==> src/rtl/torect_if.sv <==
// Sample-rate port bundle for the torect polar-to-rectangular converter.
// The master drives (mag, phase, aux) under i_ce; the slave returns (x, y, aux).
interface torect_if #(
  parameter int IW = 12,
  parameter int PW = 19,
  parameter int OW = 14
);
  logic          i_ce;
  logic [IW-1:0] i_mag;
  logic [PW-1:0] i_phase;
  logic          i_aux;
  logic [OW-1:0] o_xval;
  logic [OW-1:0] o_yval;
  logic          o_aux;

  modport master (output i_ce, i_mag, i_phase, i_aux, input o_xval, o_yval, o_aux);
  modport slave  (input i_ce, i_mag, i_phase, i_aux, output o_xval, o_yval, o_aux);
endinterface

==> src/rtl/torect.sv <==
// Pipelined CORDIC polar-to-rectangular converter, (mag, phase) -> (x, y), one sample per i_ce.
// Optional TORECT_GAIN_COMP_EN adds a 1/K scaling stage (latency NSTAGES+3 instead of NSTAGES+2).
module torect #(
  parameter int IW      = 12,
  parameter int PW      = 19,
  parameter int OW      = 14,
  parameter int NSTAGES = 15
) (
  input  logic     i_clk,
  input  logic     i_reset_n,
  torect_if.slave  bus
);
  localparam int WW = OW + 3;
`ifdef TORECT_GAIN_COMP_EN
  localparam int LAT = NSTAGES + 3;
`else
  localparam int LAT = NSTAGES + 2;
`endif

  localparam logic [PW-1:0] QTR  = PW'(1) << (PW - 2);
  localparam logic [PW-1:0] HALF = PW'(1) << (PW - 1);
  localparam logic [PW-1:0] TQTR = QTR + HALF;

  // atan(2^-k) in units of 2^-19 turn; rescaled with rounding for other phase widths.
  localparam longint ATAN19 [0:15] = '{65536, 38688, 20442, 10377, 5208, 2607, 1304, 652,
                                       326, 163, 81, 41, 20, 10, 5, 3};
  localparam int     UPSH  = (PW >= 19) ? PW - 19 : 0;
  localparam int     DNSH  = (PW < 19) ? 19 - PW : 0;
  localparam longint RND19 = (longint'(1) << DNSH) >> 1;

  function automatic logic [PW-1:0] atan_c(input int k);
    longint v;
    v = ((ATAN19[k] << UPSH) + RND19) >> DNSH;
    return v[PW-1:0];
  endfunction

  // Round half to even, dropping the three guard bits.
  function automatic logic [OW-1:0] rnd_even(input logic signed [WW-1:0] v);
    logic up;
    up = v[2] & (v[3] | v[1] | v[0]);
    return v[WW-1:3] + OW'(up);
  endfunction

  logic signed [WW-1:0] x_q  [0:NSTAGES];
  logic signed [WW-1:0] x_d  [0:NSTAGES];
  logic signed [WW-1:0] y_q  [0:NSTAGES];
  logic signed [WW-1:0] y_d  [0:NSTAGES];
  logic        [PW-1:0] ph_q [0:NSTAGES-1];
  logic        [PW-1:0] ph_d [0:NSTAGES-1];
  logic [OW-1:0]        xo_q, xo_d, yo_q, yo_d;
  logic [LAT-1:0]       aux_pipe_q, aux_pipe_d;
  logic signed [WW-1:0] fin_x, fin_y;

  always_comb begin
    logic signed [WW-1:0] x0;
    x0      = WW'({bus.i_mag, 3'b000});
    x_d[0]  = x0;
    y_d[0]  = '0;
    ph_d[0] = bus.i_phase;
    case (bus.i_phase[PW-1 -: 3])
      3'b001, 3'b010: begin x_d[0] = '0;  y_d[0] = x0;  ph_d[0] = bus.i_phase - QTR;  end
      3'b011, 3'b100: begin x_d[0] = -x0;               ph_d[0] = bus.i_phase - HALF; end
      3'b101, 3'b110: begin x_d[0] = '0;  y_d[0] = -x0; ph_d[0] = bus.i_phase - TQTR; end
      default: ;
    endcase
    // Each micro-rotation uses only the previous stage's x and y.
    for (int k = 0; k < NSTAGES; k++) begin
      if (!ph_q[k][PW-1]) begin
        x_d[k+1] = x_q[k] - (y_q[k] >>> k);
        y_d[k+1] = y_q[k] + (x_q[k] >>> k);
      end else begin
        x_d[k+1] = x_q[k] + (y_q[k] >>> k);
        y_d[k+1] = y_q[k] - (x_q[k] >>> k);
      end
    end
    for (int k = 1; k < NSTAGES; k++)
      ph_d[k] = ph_q[k-1][PW-1] ? ph_q[k-1] + atan_c(k-1) : ph_q[k-1] - atan_c(k-1);
  end

`ifdef TORECT_GAIN_COMP_EN
  localparam int KF = 20;
  localparam logic signed [WW+KF+1:0] KINV = 636751;     // round(2^20 / 1.646760)
  localparam logic signed [WW+KF+1:0] KRND = 1 << (KF - 1);
  logic signed [WW-1:0]    xc_q, xc_d, yc_q, yc_d;
  logic signed [WW+KF+1:0] xp, yp;

  always_comb begin
    xp   = x_q[NSTAGES] * KINV + KRND;
    yp   = y_q[NSTAGES] * KINV + KRND;
    xc_d = xp[WW+KF-1:KF];
    yc_d = yp[WW+KF-1:KF];
  end

  always_ff @(posedge i_clk or negedge i_reset_n) begin
    if (!i_reset_n) begin
      xc_q <= '0;
      yc_q <= '0;
    end else if (bus.i_ce) begin
      xc_q <= xc_d;
      yc_q <= yc_d;
    end
  end

  assign fin_x = xc_q;
  assign fin_y = yc_q;
`else
  assign fin_x = x_q[NSTAGES];
  assign fin_y = y_q[NSTAGES];
`endif

  always_comb begin
    xo_d       = rnd_even(fin_x);
    yo_d       = rnd_even(fin_y);
    aux_pipe_d = {aux_pipe_q[LAT-2:0], bus.i_aux};
  end

  always_ff @(posedge i_clk or negedge i_reset_n) begin
    if (!i_reset_n) begin
      for (int k = 0; k <= NSTAGES; k++) begin
        x_q[k] <= '0;
        y_q[k] <= '0;
      end
      for (int k = 0; k < NSTAGES; k++) ph_q[k] <= '0;
      xo_q       <= '0;
      yo_q       <= '0;
      aux_pipe_q <= '0;
    end else if (bus.i_ce) begin
      x_q        <= x_d;
      y_q        <= y_d;
      ph_q       <= ph_d;
      xo_q       <= xo_d;
      yo_q       <= yo_d;
      aux_pipe_q <= aux_pipe_d;
    end
  end

  assign bus.o_xval = xo_q;
  assign bus.o_yval = yo_q;
  assign bus.o_aux  = aux_pipe_q[LAT-1];
endmodule

==> src/flat_wrapper.sv <==
// flat-port wrapper written by rule: the top's interface ports become plain ports
module torect_flat 
#(
  parameter int IW      = 12,
  parameter int PW      = 19,
  parameter int OW      = 14,
  parameter int NSTAGES = 15
)
  (i_clk, i_reset_n, bus_i_ce, bus_i_mag, bus_i_phase, bus_i_aux, bus_o_xval, bus_o_yval, bus_o_aux);
  torect_if #(.IW(IW), .PW(PW), .OW(OW)) bus_i ();
  input  logic i_clk;
  input  logic i_reset_n;
  input wire logic [$bits(bus_i.i_ce)-1:0] bus_i_ce;
  input wire logic [$bits(bus_i.i_mag)-1:0] bus_i_mag;
  input wire logic [$bits(bus_i.i_phase)-1:0] bus_i_phase;
  input wire logic [$bits(bus_i.i_aux)-1:0] bus_i_aux;
  output wire logic [$bits(bus_i.o_xval)-1:0] bus_o_xval;
  output wire logic [$bits(bus_i.o_yval)-1:0] bus_o_yval;
  output wire logic [$bits(bus_i.o_aux)-1:0] bus_o_aux;
  assign bus_i.i_ce = bus_i_ce;
  assign bus_i.i_mag = bus_i_mag;
  assign bus_i.i_phase = bus_i_phase;
  assign bus_i.i_aux = bus_i_aux;
  assign bus_o_xval = bus_i.o_xval;
  assign bus_o_yval = bus_i.o_yval;
  assign bus_o_aux = bus_i.o_aux;
  torect #(.IW(IW), .PW(PW), .OW(OW), .NSTAGES(NSTAGES)) u_core (.i_clk(i_clk), .i_reset_n(i_reset_n), .bus(bus_i));
endmodule
==> config.mk <==
export PLATFORM = sky130hd
export DESIGN_NAME = torect_flat
export DESIGN_NICKNAME = d
export VERILOG_FILES = /design/src/rtl/torect_if.sv /design/src/rtl/torect.sv /design/src/flat_wrapper.sv
export SDC_FILE = /design/constraint.sdc
export NUM_CORES = 2
export LEC_CHECK = 0
export CORE_MARGIN = 5
export CORE_UTILIZATION = 30
export DETAILED_ROUTE_END_ITERATION = 16
export PLACE_DENSITY_LB_ADDON = 0.15
export SLEW_MARGIN = 10
export SYNTH_ARGS = -nofsm -noshare
export SYNTH_HDL_FRONTEND = slang
export SYNTH_SLANG_ARGS = --single-unit
==> constraint.sdc <==
create_clock -name i_clk -period 6.08 [get_ports i_clk]
set_clock_uncertainty 0.2 [all_clocks]
set_input_delay 1.52 -clock i_clk [delete_from_list [all_inputs] [get_ports i_clk]]
set_output_delay 1.52 -clock i_clk [all_outputs]
set_load 0.01 [all_outputs]
# Yosys cells after proc, flatten, opt, wreduce, memory -nomap -nowiden
# Index checks and enable logic that the tools add are counted.
[op_classes]
n_bitwise = 6
reduce_logical = 4
mux = 47
n_addsub = 93
eq_ne = 6
[ops]
columns = ["cell", "count"]
rows = [
  ["$mux W17", 30],
  ["$mux W19", 14],
  ["$pmux W17 S2", 2],
  ["$pmux W19 S3", 1],
  ["$sub A19 B19 Y19 const B", 2],
  ["$add A17 B10 Y17", 2],
  ["$add A17 B11 Y17", 2],
  ["$add A17 B12 Y17", 2],
  ["$add A17 B13 Y17", 2],
  ["$add A17 B14 Y17", 2],
  ["$add A17 B15 Y17", 2],
  ["$add A17 B16 Y17", 2],
  ["$add A17 B3 Y17", 2],
  ["$add A17 B4 Y17", 2],
  ["$add A17 B5 Y17", 2],
  ["$add A17 B6 Y17", 2],
  ["$add A17 B7 Y17", 2],
  ["$add A17 B8 Y17", 2],
  ["$add A17 B9 Y17", 2],
  ["$sub A17 B10 Y17", 2],
  ["$sub A17 B11 Y17", 2],
  ["$sub A17 B12 Y17", 2],
  ["$sub A17 B13 Y17", 2],
  ["$sub A17 B14 Y17", 2],
  ["49 further kinds", 69],
]
[totals]
output_inout_bits = 29
in_bits = 35
reg_bits = 874
elab_cells = 206

# Depth between registers and ports, before layout
[logic_depth]
word_depth = 4
depth_mapped = 17
depth_no_buf = 17

# Worst setup path before layout
# Ideal clock, no wire load.
[synth_path]
path_kind = "reg-to-reg"
start = "register u_core.ph_q[189] in the netlist's numbering"
end = "register u_core.x_q[167] in the netlist's numbering"
arrival_time_ps = 3484
slack_ps = 2267
t_required_ps = 5751
period_less_slack_ps = 3813
path_stages_with_launch = 14
n_path_buf = 2
setup_time_ps = 129
cell_sequence = "dfrtp_1 > clkbuf_1 > buf_1 > nor2_1 > xor2_1 > ha_1 > a21o_1 > a21o_1 > a2111oi_2 > o21ba_2 > o211ai_2 > a2111oi_4 > mux2i_1 > a2111o_1"
[synth_between]
elab_chain_len = 1
[synth_lines]
columns = ["element", "line", "source"]
rows = [
  ["from (decl)", "torect.sv:48", "logic [PW-1:0] ph_q [0:NSTAGES-1];"],
  ["from (signal assigned)", "torect.sv:130", "ph_q <= ph_d;"],
  ["$mux W17", "torect.sv:68", "if (!ph_q[k][PW-1]) begin"],
  ["to (signal, indexed assignment)", "torect.sv:120", "x_q[k] <= '0;"],
  ["to (signal assigned)", "torect.sv:128", "x_q <= x_d;"],
  ["to (decl)", "torect.sv:44", "logic signed [WW-1:0] x_q [0:NSTAGES];"],
]
# No other way between the ends.
# A chain may end at the register's enable or synchronous reset.

# Worst setup path in the final report
[layout_path]
start = "register u_core.ph_q[75] in the netlist's numbering"
end = "register u_core.y_q[67] in the netlist's numbering"
[layout_between]
elab_chain_len = 1
[layout_lines]
columns = ["element", "line", "source"]
rows = [
  ["$mux W17", "torect.sv:68", ""],
  ["to (signal assigned)", "torect.sv:129", "y_q <= y_d;"],
  ["to (decl)", "torect.sv:46", "logic signed [WW-1:0] y_q [0:NSTAGES];"],
]
# No other way between the ends.

==> impl_summary.md <==
Logic synthesis
The most used flip-flop cell after synthesis is dfrtp_1. Sequential cells were found to cover 30.9% of the synthesized design area. Counting distinct cell types in the post-synthesis netlist gives slightly below 90.

In the post-synthesis netlist, the biggest area contributors are dfrtp_1 (31%), ha_1 (14%), mux2_2 (7.9%), xnor2_1 (6.4%), a21oi_1 (5.4%). The async set-or-reset flop fraction in the synthesized netlist is between 90% and 100%. Each instance of the synthesized netlist takes up on average 9.21 um^2. The most instantiated library cell after synthesis is dfrtp_1. Summed over its instances, the top area cell type makes up 30.9% of the synthesized netlist area.

The synthesized instance count is between 7000 and 8000. The cell area that synthesis handed to floorplanning was ~68000 um^2. The largest total area in the synthesized netlist belongs to dfrtp_1.

The count of yosys warnings during synthesis is 0. The number of enable flip-flop cells after synthesis is 0. The net count after synthesis is just over 8000. The total of flip-flops plus latches after synthesis is roughly 840. Sorting the synthesized cells by how often they occur yields dfrtp_1 (835), ha_1 (756), a21oi_1 (732).

Timing
The final clock period utilization by the worst path is 71.5%. The headroom to the max-slew limit is between 20% and 30%. Setup violations remaining at the end of the flow were counted as 0. The final-report max-slew violation count is 0. The shortest clock period the worst path allows after layout is 4.35 ns.

The total negative slack is 0 ns. The transition time at the pin with the least slew margin is 1.12 ns. The maximum clock frequency is about 0.23 GHz.

The final hold violation count is 0. Setup repair after global routing left no endpoint under its margin.

Run status
The flow ran to the end, and the final reports show no timing, DRC or antenna violations.

Place
Detailed placement finished with a half-perimeter wire length of about 140 mm. At the end of routability-driven placement, the weighted congestion stood at about 0.83. Port buffering added 63 buffers.

Worst hold path
The min-delay analysis places its worst path in the category reg -> reg.

Routing
The number of violations reported at the end of detailed-routing iteration 0 is around 2800. Detailed routing inserted a total of 53100 vias. The final routed wirelength across all metal layers is about 180 mm. The total DRC errors in the routed layout is 0.

Dividing the detail-routed wire length by the instance count gives 17.5 um. After detailed routing, the number of vias per cell comes to 5.09. The detail route stage leaves a number of antenna-violating nets equal to 0. The length of the first detailed-routing pass in iterations is 5.

Final layout
The area growth from synthesis to layout is 11.5%. At the end of the flow, the number of nets in the layout was 8185. Cells fill 33.6% of the core in the end. The number of fill cells in the layout is approximately 23000.

The share of final-layout standard cells stronger than drive strength 1 is roughly a tenth.

Global route
Global routing used around 15% of the available tracks across all layers. The pin count of the biggest net entering global routing is 165. The most utilized layer in the global route result is met2. The wire length of the first global-routing pass is approximately 290 mm. The number of antenna violations at the first check in global routing is 3. The via count of the first global-routing pass is around 52000. The met1 usage is between 20% and 30%.

The global-route track usage on met3 is 2.09%. The routing usage on met2 is between 20% and 30%. The sum of overflow across all layers after global routing is 0.

CTS
The number of buffers created by CTS is roughly 110. Post-CTS repair changed the size of 0 cells. The tree built by TritonCTS fans out to roughly 840 sinks. In this run the post-CTS setup repair buffer count came out at 0. The maximum buffer depth of the clock tree is 3. The CTS tree is yes.

The cell sitting at the root of the clock tree is a clkbuf_16. At the later pin of the worst-skew pair, clock insertion delay measures roughly 0.74 ns. The clock transition at the registers of the reported paths is roughly 0.060 ns.

The level count of the clock H-tree is 3. The number of hold buffers added after CTS was 0.

Floorplan
The area of the die is approximately 240000 um^2. The die boundary height is 485 um. The die outline width is 485 um. The total area inside the core boundary comes to between 200000 and 250000 um^2. The starting utilization of the core area is between 30% and 40%.

The initialized floorplan defines between 150 and 200 standard-cell rows. The count of boundary I/O pins is 64.

Setup path
STA puts the critical path data arrival time at 4.77 ns. The critical path in this run is classified as reg -> reg. The maximum net fanout on the critical path is 22.

STA classifies the critical path startpoint as a flop. The nature of the critical path endpoint is a flop. Data on the critical path is required at its endpoint by 6.50 ns.

Job
Across the run, the number of max-cap violations was 0.
-- through the flow --
step / cells / hold WS, ns / worst slack (ns) / instance area (um^2)
floorplan: 7347 / 0.246 / 2.27 / 67600
global placement: 10200 / 0.276 / 1.01 / 71800
detailed placement: 10200 / 0.285 / 1.17 / 71800
CTS: 10400 / 0.291 / 1.72 / 75400
global route: 10400 / 0.311 / 1.42 / 75400
finish: 10400 / 0.294 / 1.73 / 75400
-- flip-flops by register name, indices dropped and copies added (netlist names) --
register and cells:
u_core.y_q 247, u_core.bus.o_yval 14, u_core.fin_x 17, u_core.bus.o_xval 14, u_core.ph_q 265, u_core.fin_y 17, u_core.x_q 244, u_core.aux_pipe_q 17
-- final timing paths --
kind                       cells past startpoint  slack [ns]                          endpoint                          from
setup / recovery                              12        1.73        u_core.y_q[67]$_DFFE_PN0P_   u_core.ph_q[75]$_DFFE_PN0P_
hold / removal                                 1        0.29      u_core.ph_q[133]$_DFFE_PN0P_  u_core.ph_q[152]$_DFFE_PN0P_
setup reg to reg                              12        1.73        u_core.y_q[67]$_DFFE_PN0P_   u_core.ph_q[75]$_DFFE_PN0P_
hold reg to reg                                1        0.29      u_core.ph_q[133]$_DFFE_PN0P_  u_core.ph_q[152]$_DFFE_PN0P_
max in group asynchronous                      2        3.70      u_core.ph_q[165]$_DFFE_PN0P_                     i_reset_n
min in group asynchronous                      1        0.59  u_core.bus.o_xval[4]$_DFFE_PN0P_                     i_reset_n
-- cells in the final DEF (no fill, tap or decap), types with 53 or more instances in the layout --
cell,synthesis,final
a21oi_1,732,732
nor2b_1,84,84
o21bai_1,81,81
nand3_1,89,89
clkdlybuf4s50_1,0,61
o21ai_0,372,371
a21o_1,243,243
o21ai_1,104,105
clkbuf_16,0,111
a211oi_1,78,78
nand2b_1,94,94
inv_1,332,331
o21a_1,122,122
or3_1,53,53
and3_1,56,56
a31oi_1,78,78
nor2_1,545,545
xnor2_1,496,496
xor2_1,257,257
nor3_1,167,167
nand2_1,382,382
ha_1,756,756
dfrtp_1,835,835
mux2i_1,75,75
mux2_2,473,473
-- worst max-delay path: stages, from the launching register on --
cell	delay, ns
dfrtp_1	0.89
inv_1	0.63
nor2_1	0.46
o21ai_0	0.18
ha_1	0.37
a21o_1	0.21
a21o_1	0.18
a21o_1	0.20
a22o_1	0.19
nor4_1	0.24
o21bai_1	0.12
xnor2_1	0.13
mux2_2	0.26
-- routing by layer --
layer | up-vias | wire length (um)
met5 | - | 0
met4 | 0 | 3740
met3 | 191 | 5390
met2 | 610 | 79300
met1 | 25500 | 94100
li1 | 26800 | -
-- area by class of cell --
cell class / instances / area [um^2] / area share (%)
Multi-Input combinational cell: 5953 / 44600 / 59.2
Inverter: 337 / 1270 / 1.69
Clock inverter: 43 / 608 / 0.806
Sequential cell: 835 / 20900 / 27.7
Clock buffer: 149 / 3080 / 4.08
Antenna cell: 1 / 2.50 / 0.00332
Tap cell: 2992 / 3740 / 4.96
Timing Repair Buffer: 118 / 1200 / 1.60
-- kinds of logic after synthesis --
family	after synthesis	synth area share (%)
compound gates	2175	20.1
xor+xnor	754	9.79
fa+ha+maj	797	15.2
buf+inv	559	3.11
flops	835	30.9
mux	549	9.00
simple gates	1678	11.9
Power is not shown: default switching activity piles up to over one toggle a cycle in this logic, so the estimate is an artifact.
